**src/rtl/uc_multiciclo_io.sv**
```systemverilog
// uc_multiciclo_io: opcode decode plus synchronised I/O handshake FSM with optional timeout and halt
module uc_multiciclo_io #(
    parameter int INSTR_W     = 32,
    parameter int SYNC_STAGES = 2,
    parameter int IO_TIMEOUT  = 0,
    parameter int CNT_W       = 16
) (
    input  logic               clock,
    input  logic               reset,
    input  logic [INSTR_W-1:0] instrucao,
    input  logic               sinal,
    output logic [2:0]         desvio,
    output logic               memReg,
    output logic               escreveMem,
    output logic [1:0]         origULA,
    output logic               escreveReg,
    output logic [1:0]         opULA,
    output logic [1:0]         ext,
    output logic               out,
    output logic               in,
    output logic               stop,
    output logic               jal,
    output logic [1:0]         estado,
    output logic               erro_io,
    output logic               halted
);
    typedef enum logic [1:0] {RUN = 2'd0, IO_WAIT = 2'd1, IO_DONE = 2'd2, HALT = 2'd3} state_t;

    // control vector layout: desvio, memReg, escreveMem, origULA, escreveReg, opULA, ext, out, in, stop, jal
    localparam logic [15:0] WAIT_OUT = 16'b000_0_0_00_0_00_00_1_0_1_0;
    localparam logic [15:0] WAIT_IN  = 16'b000_0_0_00_0_10_00_0_1_1_0;
    localparam logic [15:0] DONE_IN  = 16'b000_0_0_01_1_11_10_0_0_0_0;
    localparam logic [15:0] HALT_CTL = 16'b000_0_0_00_0_00_00_0_0_1_0;
    localparam logic [CNT_W-1:0] CNT_LAST = CNT_W'(IO_TIMEOUT - 1);
    localparam logic [CNT_W-1:0] CNT_MAX  = '1;

    state_t                 state, state_n;
    logic [5:0]             opcode;
    logic [SYNC_STAGES-1:0] sync;
    logic                   s_sync, s_sync_d, rise, timeout, abort, skip;
    logic                   is_io, is_in;
    logic [CNT_W-1:0]       cnt;
    logic [15:0]            run_ctl, ctl;
    logic                   unused_low;

    assign opcode     = instrucao[INSTR_W-1 -: 6];
    assign unused_low = ^instrucao[INSTR_W-7:0];
    assign is_io      = (opcode == 6'h0E) || (opcode == 6'h0F);
    assign is_in      = opcode == 6'h0F;
    assign s_sync     = sync[SYNC_STAGES-1];
    assign rise       = s_sync & ~s_sync_d;
    assign timeout    = (IO_TIMEOUT != 0) && (cnt == CNT_LAST);
    assign abort      = (state == IO_WAIT) && !rise && timeout;

    // single-cycle decode of the current opcode as seen in RUN
    always_comb begin
        run_ctl = '0;
        case (opcode)
            6'h00: run_ctl = 16'b000_0_0_00_1_01_00_0_0_0_0;
            6'h01: run_ctl = 16'b000_0_0_01_1_11_00_0_0_0_0;
            6'h02: run_ctl = 16'b000_0_0_01_1_10_00_0_0_0_0;
            6'h03: run_ctl = 16'b001_0_0_00_0_00_01_0_0_0_0;
            6'h04: run_ctl = 16'b011_0_0_00_0_00_01_0_0_0_0;
            6'h05: run_ctl = 16'b010_0_0_10_0_10_00_0_0_0_0;
            6'h06: run_ctl = 16'b100_0_0_10_0_10_00_0_0_0_0;
            6'h07: run_ctl = 16'b101_0_0_10_0_11_00_0_0_0_0;
            6'h08: run_ctl = 16'b101_0_0_10_0_10_00_0_0_0_0;
            6'h09: run_ctl = 16'b110_0_0_10_0_11_00_0_0_0_0;
            6'h0A: run_ctl = 16'b110_0_0_10_0_10_00_0_0_0_0;
            6'h0B: run_ctl = 16'b000_1_0_01_1_11_00_0_0_0_0;
            6'h0C: run_ctl = 16'b000_0_1_01_0_11_00_0_0_0_0;
            6'h0D: run_ctl = 16'b001_0_0_00_0_00_01_0_0_0_1;
            6'h0E: run_ctl = WAIT_OUT;
            6'h0F: run_ctl = WAIT_IN;
            6'h11: run_ctl = HALT_CTL;
            default: run_ctl = '0;
        endcase
    end

    // next state and per-state control outputs; the cycle after a timeout is a bubble so the PC moves past the aborted I/O
    always_comb begin
        ctl     = '0;
        state_n = state;
        case (state)
            RUN: begin
                ctl     = skip ? '0 : run_ctl;
                state_n = skip ? RUN : is_io ? IO_WAIT : (opcode == 6'h11) ? HALT : RUN;
            end
            IO_WAIT: begin
                ctl     = is_in ? WAIT_IN : WAIT_OUT;
                state_n = rise ? IO_DONE : timeout ? RUN : IO_WAIT;
            end
            IO_DONE: begin
                ctl     = is_in ? DONE_IN : '0;
                state_n = RUN;
            end
            default: ctl = HALT_CTL;
        endcase
        if (reset) ctl = '0;
    end

    assign {desvio, memReg, escreveMem, origULA, escreveReg, opULA, ext, out, in, stop, jal} = ctl;
    assign estado = state;
    assign halted = (state == HALT) && !reset;

    // synchroniser chain and edge-detect register for the asynchronous strobe
    always_ff @(posedge clock) begin
        if (reset) begin
            sync     <= '0;
            s_sync_d <= 1'b0;
        end else begin
            sync     <= SYNC_STAGES'({sync, sinal});
            s_sync_d <= s_sync;
        end
    end

    // wait counter: counts IO_WAIT cycles, saturates, cleared on every exit from IO_WAIT
    always_ff @(posedge clock) begin
        if (reset) cnt <= '0;
        else cnt <= (state != IO_WAIT || rise || timeout) ? '0 : (cnt == CNT_MAX) ? cnt : cnt + 1'b1;
    end

    // state register with sticky timeout flag and post-abort bubble
    always_ff @(posedge clock) begin
        if (reset) begin
            state   <= RUN;
            erro_io <= 1'b0;
            skip    <= 1'b0;
        end else begin
            state   <= state_n;
            erro_io <= erro_io | abort;
            skip    <= abort;
        end
    end
endmodule

```
**config.mk**
```make
export PLATFORM = sky130hd
export DESIGN_NAME = uc_multiciclo_io
export DESIGN_NICKNAME = d
export VERILOG_FILES = /design/src/rtl/uc_multiciclo_io.sv
export SDC_FILE = /design/constraint.sdc
export NUM_CORES = 1
export LEC_CHECK = 0
export BUFFER_PORTS_ARGS = -buffer_cell sky130_fd_sc_hd__buf_2
export CAP_MARGIN = 10
export CORE_MARGIN = 8
export CORE_UTILIZATION = 30
export CTS_BUF_LIST = sky130_fd_sc_hd__clkbuf_4 sky130_fd_sc_hd__clkbuf_8
export DETAILED_ROUTE_END_ITERATION = 12
export GPL_TIMING_DRIVEN = 0
export SYNTH_ARGS = -nofsm -noshare
export SYNTH_HDL_FRONTEND = slang
export SYNTH_SLANG_ARGS = --single-unit
```
**constraint.sdc**
```tcl
create_clock -name clock -period 1.54 [get_ports clock]
set_input_delay 0.308 -clock clock [delete_from_list [all_inputs] [get_ports clock]]
set_output_delay 0.308 -clock clock [all_outputs]
set_load 0.01 [all_outputs]
```
==> results of run 1 <==
[layout make-up]
type	count	area (sq um)	share of cell area [%]
Sequential cell	5	108	9.17
Tap cell	30	37.5	3.20
Clock buffer	4	30.0	2.56
Inverter	8	42.5	3.62
Timing Repair Buffer	33	214	18.2
Buffer	5	40.0	3.41
Multi-Input combinational cell	78	702	59.8
[power by group through the flow]
| stage | clock (mW) | sequential (mW) | combinational (mW) |
|---|---|---|---|
| finish | 0.161 | 0.133 | 0.180 |
| detailed placement | 0 | 0.138 | 0.136 |
| global route | 0.180 | 0.133 | 0.196 |
| global placement | 0 | 0.138 | 0.133 |
| CTS | 0.170 | 0.133 | 0.171 |
| floorplan | 0 | 0.138 | 0.0915 |
[repair_timing]
item / CTS / global route
endpoints found under the setup margin: 16 / 16
gates resized for setup: 36 / 9
gates cloned: 1 / 0
endpoints found under the hold margin: 0 / 0
pin swaps: 7 / 6
setup buffers: 6 / 1
[worst paths after layout]
check,start,endpoint,slack (ns)
worst max register to register,estado[0],estado[1],0.30
worst min register to register,sync[0],sync[1],0.44
worst max-delay path,estado[1],escreveReg,-0.21
worst min-delay path,sinal,sync[0],0.28
[cell families after synthesis]
family / synth area share, %
compound gates: 25.5
fa+ha+maj: 18.3
buf+inv: 9.32
flops: 13.3
mux: 2.83
other cells: 0.499
simple gates: 30.3
[cell usage in the layout, fill, tap and decap left out, types with 3 or more instances in the layout]
master    instances
nor2_1           12
buf_4             6
buf_2            27
a21oi_1           6
inv_1             4
ha_1              4
a211oi_1          3
ha_4              7
clkbuf_4          4
buf_6             3
dfxtp_1           3
nor2b_1           4
[metal layers]
layer	share of wire, %	wire length (um)	vias up	GRT usage [%]
met5	0	0	-	0
met4	0	0	0	1.60
met3	9.2	194	0	2.88
met2	48	1010	29	17.3
met1	43	912	359	10.8
li1	-	-	418	-
[worst max-delay path, delay by kind of cell (launching register included)]
kind	cells	cell delay, ns
flip-flops	1	0.36
adder cells (fa/ha/maj)	1	0.17
buffers and inverters	2	0.31
AND/OR/NAND/NOR	2	0.21
AO/OA/AOI/OAI	1	0.16
[flip-flops by register name, indices dropped and copies added (netlist names)]
signal / cells
s_sync_d: 1
sync: 2
estado: 2
==> flow_summary.yaml, run 1 <==
die:
  ios: 55
  die-height_um: 66.1
  start_util_pct: 30.9
  placementRows: 18
  fp.coreArea_sq_um: 2430
  fp.dieArea_sq_um: 4360
  die_w_um: 66.1
setup_path:
  path_cells: "ha_4 -> nor2_4 -> nand3_2 -> buf_6 -> o31ai_2 -> buf_2"
  path_class: "register to primary output"
  cp-start-kind: "register"
  endpoint_kind: "primary output"
  path_max_fanout: 5
  cpPeakStageDelay_ns: 0.36
  critPathSlowestCell: "dfxtp_4"
  r2r_cells: 5
  required_ns: 1.23
  arrival_ns: 1.44
power:
  fin_total_pwr_mw: 0.474
  sw_frac_of_total_pct: 29.8
  leakage_nw: 0.535
  pwr-share-seq_pct: 28.0
  pwr-share-clk_pct: 34.0
  max-vdd-ir-drop_mv: 0.429
  p_int_mw: 0.333
  p_per_area_nw_per_um2: 404
  p_sw_mw: 0.141
  combinationalPowerShare_pct: 37.9
sta:
  slew_viol_final: 0
  finalCritPeriodShare_pct: 113
  skew_ns: 0.00417
  finalHoldViolations: 0
  hold_ws_ns: 0.283
  tns_ns: -2.44
  fmax_mhz: 573
  rsz0062_at_grt: "yes"
  finalSetupViolations: 16
  timing.final.crit_period_ns: 1.75
  setup_ws_ns: -0.206
routing:
  wire_per_inst_um: 13.0
  drc: 0
  num_vias: 806
  finalWirelength_mm: 2.12
  postRouteAntennaNets: 0
  via_per_inst: 4.94
  firstDrtPassIters: 4
  drt-initial-drc-count: 13
cts:
  cts_tree: "built"
  clk_latency_ns: 0.23
  clockBufferDepth: 2
  root_buffer: "clkbuf_4"
  cts_sinks: 5
  cts_hold_buf: 0
  clk_pin_slew_ns: 0.04
  numCtsBuffers: 3
  htree_levels: 1
placement:
  dp.cells: 152
  post-place-ws_ns: -0.300
  dpl.hpwl_mm: 1.60
  place_congestion: 0.871
  port_buffers: 26
  placedInstanceArea_sq_um: 920
run_status:
  status: "finished with violations"
  violations: "setup timing"
synthesis:
  ys_seq_elements: 5
  avgSynthCellArea_sq_um: 7.83
  synth_top_area_share_pct: 18.3
  synth_common_cells: "nor2_1 (13), ha_1 (11), inv_1 (8), a21oi_1 (6)"
  synth_area_leaders: "ha_1 (18%), dfxtp_1 (13%), nor2_1 (6.5%), a211oi_1 (5.0%), nor2b_1 (4.2%)"
  yosysWarnings: 0
  synth-edff-count: 0
  async_flop_share_pct: 0
  ys.flop_type: "dfxtp_1"
  syn_area_sq_um: 752
  synth.largest_area_cell: "ha_1"
  syn-num-nets: 142
  yosysSeqAreaShare_pct: 13.3
  post-synth-top-count-cell: "nor2_1"
  synth.distinct_cells: 38
  syn_inst: 96
cells_and_area:
  final_cell_count_no_fill: 163
  layout-drive-gt1-share_pct: 51.9
  post-route-util_pct: 48.3
  nets: 180
  n_antenna_cell: 0
  final_area_sq_um: 1170
  area_growth_pct: 56.1
  num-fill-cells: 233
grt:
  grt_max_degree: 11
  grt_pass1_wl_mm: 3.48
  antenna_found_initial: 0
  grt_usage_pct: 9.54
  overflow: 0
  grt_pass1_vias: 770
flow_run:
  maxCapViolations: 0
hold_path:
  hold_class: "input pin to register"
  whs_path_depth: 2
Note: power is estimated with default switching activity, not from simulation.
==> run 2, diff against run 1 <==
==> constraint.sdc (replaced) <==
create_clock -name clock -period 1.54 [get_ports clock]
set_input_delay 0.308 -clock clock [delete_from_list [all_inputs] [get_ports clock]]
set_output_delay 0.308 -clock clock [all_outputs]
set_load 0.1 [all_outputs]
==> run 2 against run 1 <==
Against the previous run:
- clock power grew 6%
- the flow still finishes with violations (setup timing)
- worst hold slack worse by 0.0070 ns
- design area grew 35%
- largest power group unchanged
- highest routed layer unchanged
- register-to-register slack worse by 0.02 ns
==> flow_summary.yaml, run 2 (synthesis gave the netlist of run 1 again) <==
setup_path:
  arrival_ns: 1.65
  cp-start-kind: "register"
  required_ns: 1.23
  path_class: "register to primary output"
  crit_end: "escreveReg"
  critPathLaunch: "estado[1]"
  timing.rr.start: "estado[1]"
  cpMostUsedCell: "buf_12"
  crit_buf_inv: 2
  rrSetupSlack_ns: 0.28
  critPathSlowestCell: "dfxtp_4"
  endpoint_kind: "primary output"
  crit_family: "buffers and inverters"
  path_max_fanout: 5
  cp.depth: 6
  r2r_cells: 5
  cpPeakStageDelay_ns: 0.36
  path_cells: "ha_4 -> nor2_4 -> nand3_4 -> buf_12 -> o31ai_4 -> buf_12"
  rr_endpoint: "estado[1]"
routing:
  routed.top_layer: "met3"
  wl_met3_um: 86
  wire_per_inst_um: 15.1
  num_vias: 873
  wl_met2_mm: 1.39
  postRouteAntennaNets: 0
  drt-initial-drc-count: 45
  firstDrtPassIters: 4
  finalWirelength_mm: 2.54
  drc: 0
  wl_met1_mm: 1.05
  via_per_inst: 5.20
grt:
  grt_usage_pct: 11.8
  grt_pass1_vias: 909
  grt_max_degree: 11
  overflow: 0
  antenna_found_initial: 0
  grt_pass1_wl_mm: 4.06
hold_path:
  whs_path_depth: 2
  hold_class: "input pin to register"
sta:
  skew_ns: 0.00613
  finalCritPeriodShare_pct: 127
  fmax_mhz: 511
  rsz0062_at_grt: "yes"
  finalHoldViolations: 0
  timing.final.crit_period_ns: 1.96
  setup_ws_ns: -0.417
  hold_ws_ns: 0.276
  slew_viol_final: 0
  finalSetupViolations: 16
cells_and_area:
  seq_area_sq_um: 108
  multi_input_area_sq_um: 808
  area_growth_pct: 110
  nets: 185
  n_antenna_cell: 0
  layout_common_cells: "buf_12 (18), buf_4 (11), nor2_1 (9), buf_2 (9), nor2_4 (5)"
  num-fill-cells: 183
  layout_commonest_cell: "buf_12"
  layout-drive-gt1-share_pct: 64.5
die:
  placementRows: 18
  die_w_um: 66.1
  ios: 55
  fp.dieArea_sq_um: 4360
  die-height_um: 66.1
  fp.coreArea_sq_um: 2430
  start_util_pct: 30.9
power:
  max-vdd-ir-drop_mv: 0.459
  fin_total_pwr_mw: 0.608
  p_per_area_nw_per_um2: 385
  leakage_nw: 0.613
run_status:
  violations: "setup timing"
  status: "finished with violations"
cts:
  root_buffer: "clkbuf_4"
  numCtsBuffers: 3
  cts_sinks: 5
  clockBufferDepth: 2
  clk_latency_ns: 0.24
  clk_pin_slew_ns: 0.05
  cts_tree: "built"
  htree_levels: 1
placement:
  port_buffers: 26
  place_congestion: 0.838
  dpl.hpwl_mm: 1.68
  post-place-ws_ns: -0.677
flow_run:
  maxCapViolations: 0
-- run 2: cell types whose count changed in the layout (fill, tap and decap cells not counted), sizes merged --
cell,previous run,this run
buf,38,43
clkinvlp,0,1
inv,8,7
-- run 2: cell type report --
cell class | instances | area share (%)
tap | 30 | 2.38
multi-input combinational | 78 | 51.1
sequential | 5 | 6.81
inverter | 8 | 2.30
clock buffer | 4 | 1.90
buffer | 5 | 3.09
timing repair buffer | 38 | 32.4
-- run 2: per-layer routing --
layer,vias up,GRT usage (%)
met1,429,12.7
met4,0,4.80
li1,426,-
met5,-,0
met3,0,2.20
met2,18,21.8
-- run 2: timing repair --
action / in CTS / in global routing
endpoints found under the setup margin: 17 / 17
pin swaps: 3 / 5
cloned: 1 / 0
setup buffers: 7 / 4
gates resized for setup: 85 / 8
hold buffers: 0 / 0
-- run 2: where the power goes --
group	switching [mW]	internal (mW)	total (mW)	leakage [nW]
combinational	0.188	0.116	0.305	0.552
clock	0.0550	0.116	0.171	0.0184
sequential	0.00227	0.131	0.133	0.0424
-- run 2: worst min path at each step --
stage	start	to	slack (ns)
floorplan	reset	estado[1]	0.37
global placement	sync[0]	sync[1]	0.42
detailed placement	sync[0]	sync[1]	0.44
CTS	sinal	sync[0]	0.27
global route	sinal	sync[0]	0.29
finish	sinal	sync[0]	0.28
-- run 2: per-stage QoR --
stage | std cells | setup TNS (ns) | area [sq um] | util [%]
2_1_floorplan | 96 | -7.48 | 925 | -
3_3_place_gp | 152 | -7.30 | 1090 | 44.9
3_5_place_dp | 152 | -7.56 | 1090 | 44.9
4_1_cts | 164 | -5.31 | 1520 | 62.3
5_1_grt | 168 | -6.56 | 1580 | 65.0
6_report | 168 | -5.43 | 1580 | 65.0
==> run 3, diff against run 2 <==
--- a/config.mk
+++ b/config.mk
@@ -9,9 +9,10 @@
 export CAP_MARGIN = 10
 export CORE_MARGIN = 8
 export CORE_UTILIZATION = 30
-export CTS_BUF_LIST = sky130_fd_sc_hd__clkbuf_4 sky130_fd_sc_hd__clkbuf_8
+export CTS_BUF_LIST = sky130_fd_sc_hd__clkbuf_4
 export DETAILED_ROUTE_END_ITERATION = 12
 export GPL_TIMING_DRIVEN = 0
+export SETUP_SLACK_MARGIN = 0.5
 export SYNTH_ARGS = -nofsm -noshare
 export SYNTH_HDL_FRONTEND = slang
 export SYNTH_SLANG_ARGS = --single-unit
==> constraint.sdc (replaced) <==
create_clock -name clock -period 1.7 [get_ports clock]
set_input_delay 0.34 -clock clock [delete_from_list [all_inputs] [get_ports clock]]
set_output_delay 0.34 -clock clock [all_outputs]
set_load 0.1 [all_outputs]
==> run 3 against run 2 <==
Against the previous run:
- clock power shrank 13%
- register-to-register slack gained 0.15 ns
- critical path type unchanged
- sequential cell count is the same
- the flow still finishes with violations (setup timing)
==> flow_summary.yaml, run 3 (synthesis gave the netlist of run 1 again) <==
run_status:
  status: "finished with violations"
  violations: "setup timing"
routing:
  drt-initial-drc-count: 23
  postRouteAntennaNets: 0
  firstDrtPassIters: 4
  finalWirelength_mm: 2.70
  num_vias: 860
  via_per_inst: 5.12
  wire_per_inst_um: 16.0
  drc: 0
cts:
  htree_levels: 1
  numCtsBuffers: 3
  clk_pin_slew_ns: 0.04
  cts_sinks: 5
  root_buffer: "clkbuf_4"
  clockBufferDepth: 2
  cts_tree: "built"
  clk_latency_ns: 0.24
hold_path:
  min_to: "sync[0]"
  hp-start: "sinal"
  whs_path_depth: 2
  hold_class: "input pin to register"
cells_and_area:
  layout-drive-gt1-share_pct: 65.9
  final_cell_count_no_fill: 168
  nets: 185
  area_growth_pct: 121
  layout_common_cells: "buf_12 (20), buf_4 (9), nor2_1 (8), buf_2 (7)"
  layout_commonest_cell: "buf_12"
  seq_area_sq_um: 108
  num-fill-cells: 177
  final_area_sq_um: 1660
  n_antenna_cell: 0
  multi_input_area_sq_um: 842
setup_path:
  r2r_cells: 6
  cp-start-kind: "register"
  arrival_ns: 1.64
  required_ns: 1.36
  endpoint_kind: "primary output"
  rrSetupSlack_ns: 0.43
  rr_endpoint: "estado[0]"
  timing.rr.start: "estado[0]"
  path_max_fanout: 5
  path_class: "register to primary output"
sta:
  timing.final.crit_period_ns: 1.98
  rsz0062_at_grt: "yes"
  skew_ns: 0.00334
  finalHoldViolations: 0
  finalSetupViolations: 15
  hold_ws_ns: 0.316
  finalCritPeriodShare_pct: 117
  fmax_mhz: 505
  setup_ws_ns: -0.281
  slew_viol_final: 0
grt:
  grt_max_degree: 11
  grt_pass1_vias: 882
  grt_pass1_wl_mm: 4.18
  grt_usage_pct: 12.0
  overflow: 0
  antenna_found_initial: 0
placement:
  place_congestion: 0.827
  placedInstanceArea_sq_um: 1120
  port_buffers: 26
  post-place-ws_ns: -0.656
  dp.cells: 152
  dpl.hpwl_mm: 1.75
die:
  fp.coreArea_sq_um: 2430
  start_util_pct: 30.9
  ios: 55
  placementRows: 18
  fp.dieArea_sq_um: 4360
  die-height_um: 66.1
  die_w_um: 66.1
power:
  p_sw_mw: 0.222
  p_per_area_nw_per_um2: 333
  leakage_nw: 0.619
  p_int_mw: 0.332
  combinationalPowerShare_pct: 51.4
  pwr-share-seq_pct: 21.7
  sw_frac_of_total_pct: 40.1
  pwr-share-clk_pct: 26.8
  max-vdd-ir-drop_mv: 0.500
flow_run:
  maxCapViolations: 0
-- run 3: cell counts in the layout (fill, tap and decap cells not counted) --
No cell type changed its count.
-- run 3: worst max path at each step --
stage                  start    endpoint  slack, ns  cells after the start
2_1_floorplan      estado[0]  escreveReg      -0.53                      5
6_report           estado[1]  escreveReg      -0.28                      6
5_1_grt            estado[1]  escreveReg      -0.35                      6
3_5_place_dp   instrucao[27]    opULA[0]      -0.66                      5
3_3_place_gp   instrucao[27]      ext[1]      -0.61                      5
4_1_cts            estado[1]  escreveReg      -0.28                      6
-- run 3: per-stage QoR --
step / utilization [%] / total power, mW / setup TNS, ns
4_1_cts: 66.6 / 0.549 / -2.94
2_1_floorplan: - / 0.298 / -5.43
3_3_place_gp: 45.9 / 0.341 / -6.26
6_report: 68.3 / 0.554 / -2.86
3_5_place_dp: 45.9 / 0.343 / -6.62
5_1_grt: 68.3 / 0.585 / -3.80
-- run 3: what timing repair did --
action,4_1_cts,5_1_grt
setup buffers,8,3
gates cloned,1,0
hold buffers,0,0
setup endpoints to repair,20,21
pin swaps,11,3
gates resized for setup,99,4
-- run 3: final cells by class --
| type | count | area share [%] |
|---|---|---|
| buffer | 5 | 2.94 |
| clock buffer | 4 | 1.81 |
| inverter | 8 | 2.79 |
| multi-input combinational | 78 | 50.7 |
| sequential | 5 | 6.48 |
| tap | 30 | 2.26 |
| timing repair buffer | 38 | 33.1 |
-- run 3: worst max-delay path, stage by stage (launching register included) --
cell and delay [ns]:
dfxtp_4 0.36, ha_4 0.17, nor2_4 0.14, nand3_4 0.13, buf_12 0.18, o31ai_4 0.21
buf_12 0.21
-- run 3: power by group through the flow --
stage,combinational (mW),sequential [mW],clock (mW)
after floorplan,0.172,0.126,0
after global placement,0.218,0.122,0
after detailed placement,0.221,0.122,0
after CTS,0.273,0.120,0.155
after global routing,0.299,0.121,0.166
final,0.285,0.120,0.149
-- run 3: per-layer routing --
| layer | track usage [%] | vias up | routed length (um) |
|---|---|---|---|
| met2 | 22.4 | 18 | 1450 |
| met3 | 2.37 | 0 | 99 |
| li1 | - | 425 | - |
| met1 | 13.9 | 417 | 1150 |
| met4 | 1.60 | 0 | 0 |
| met5 | 0 | - | 0 |
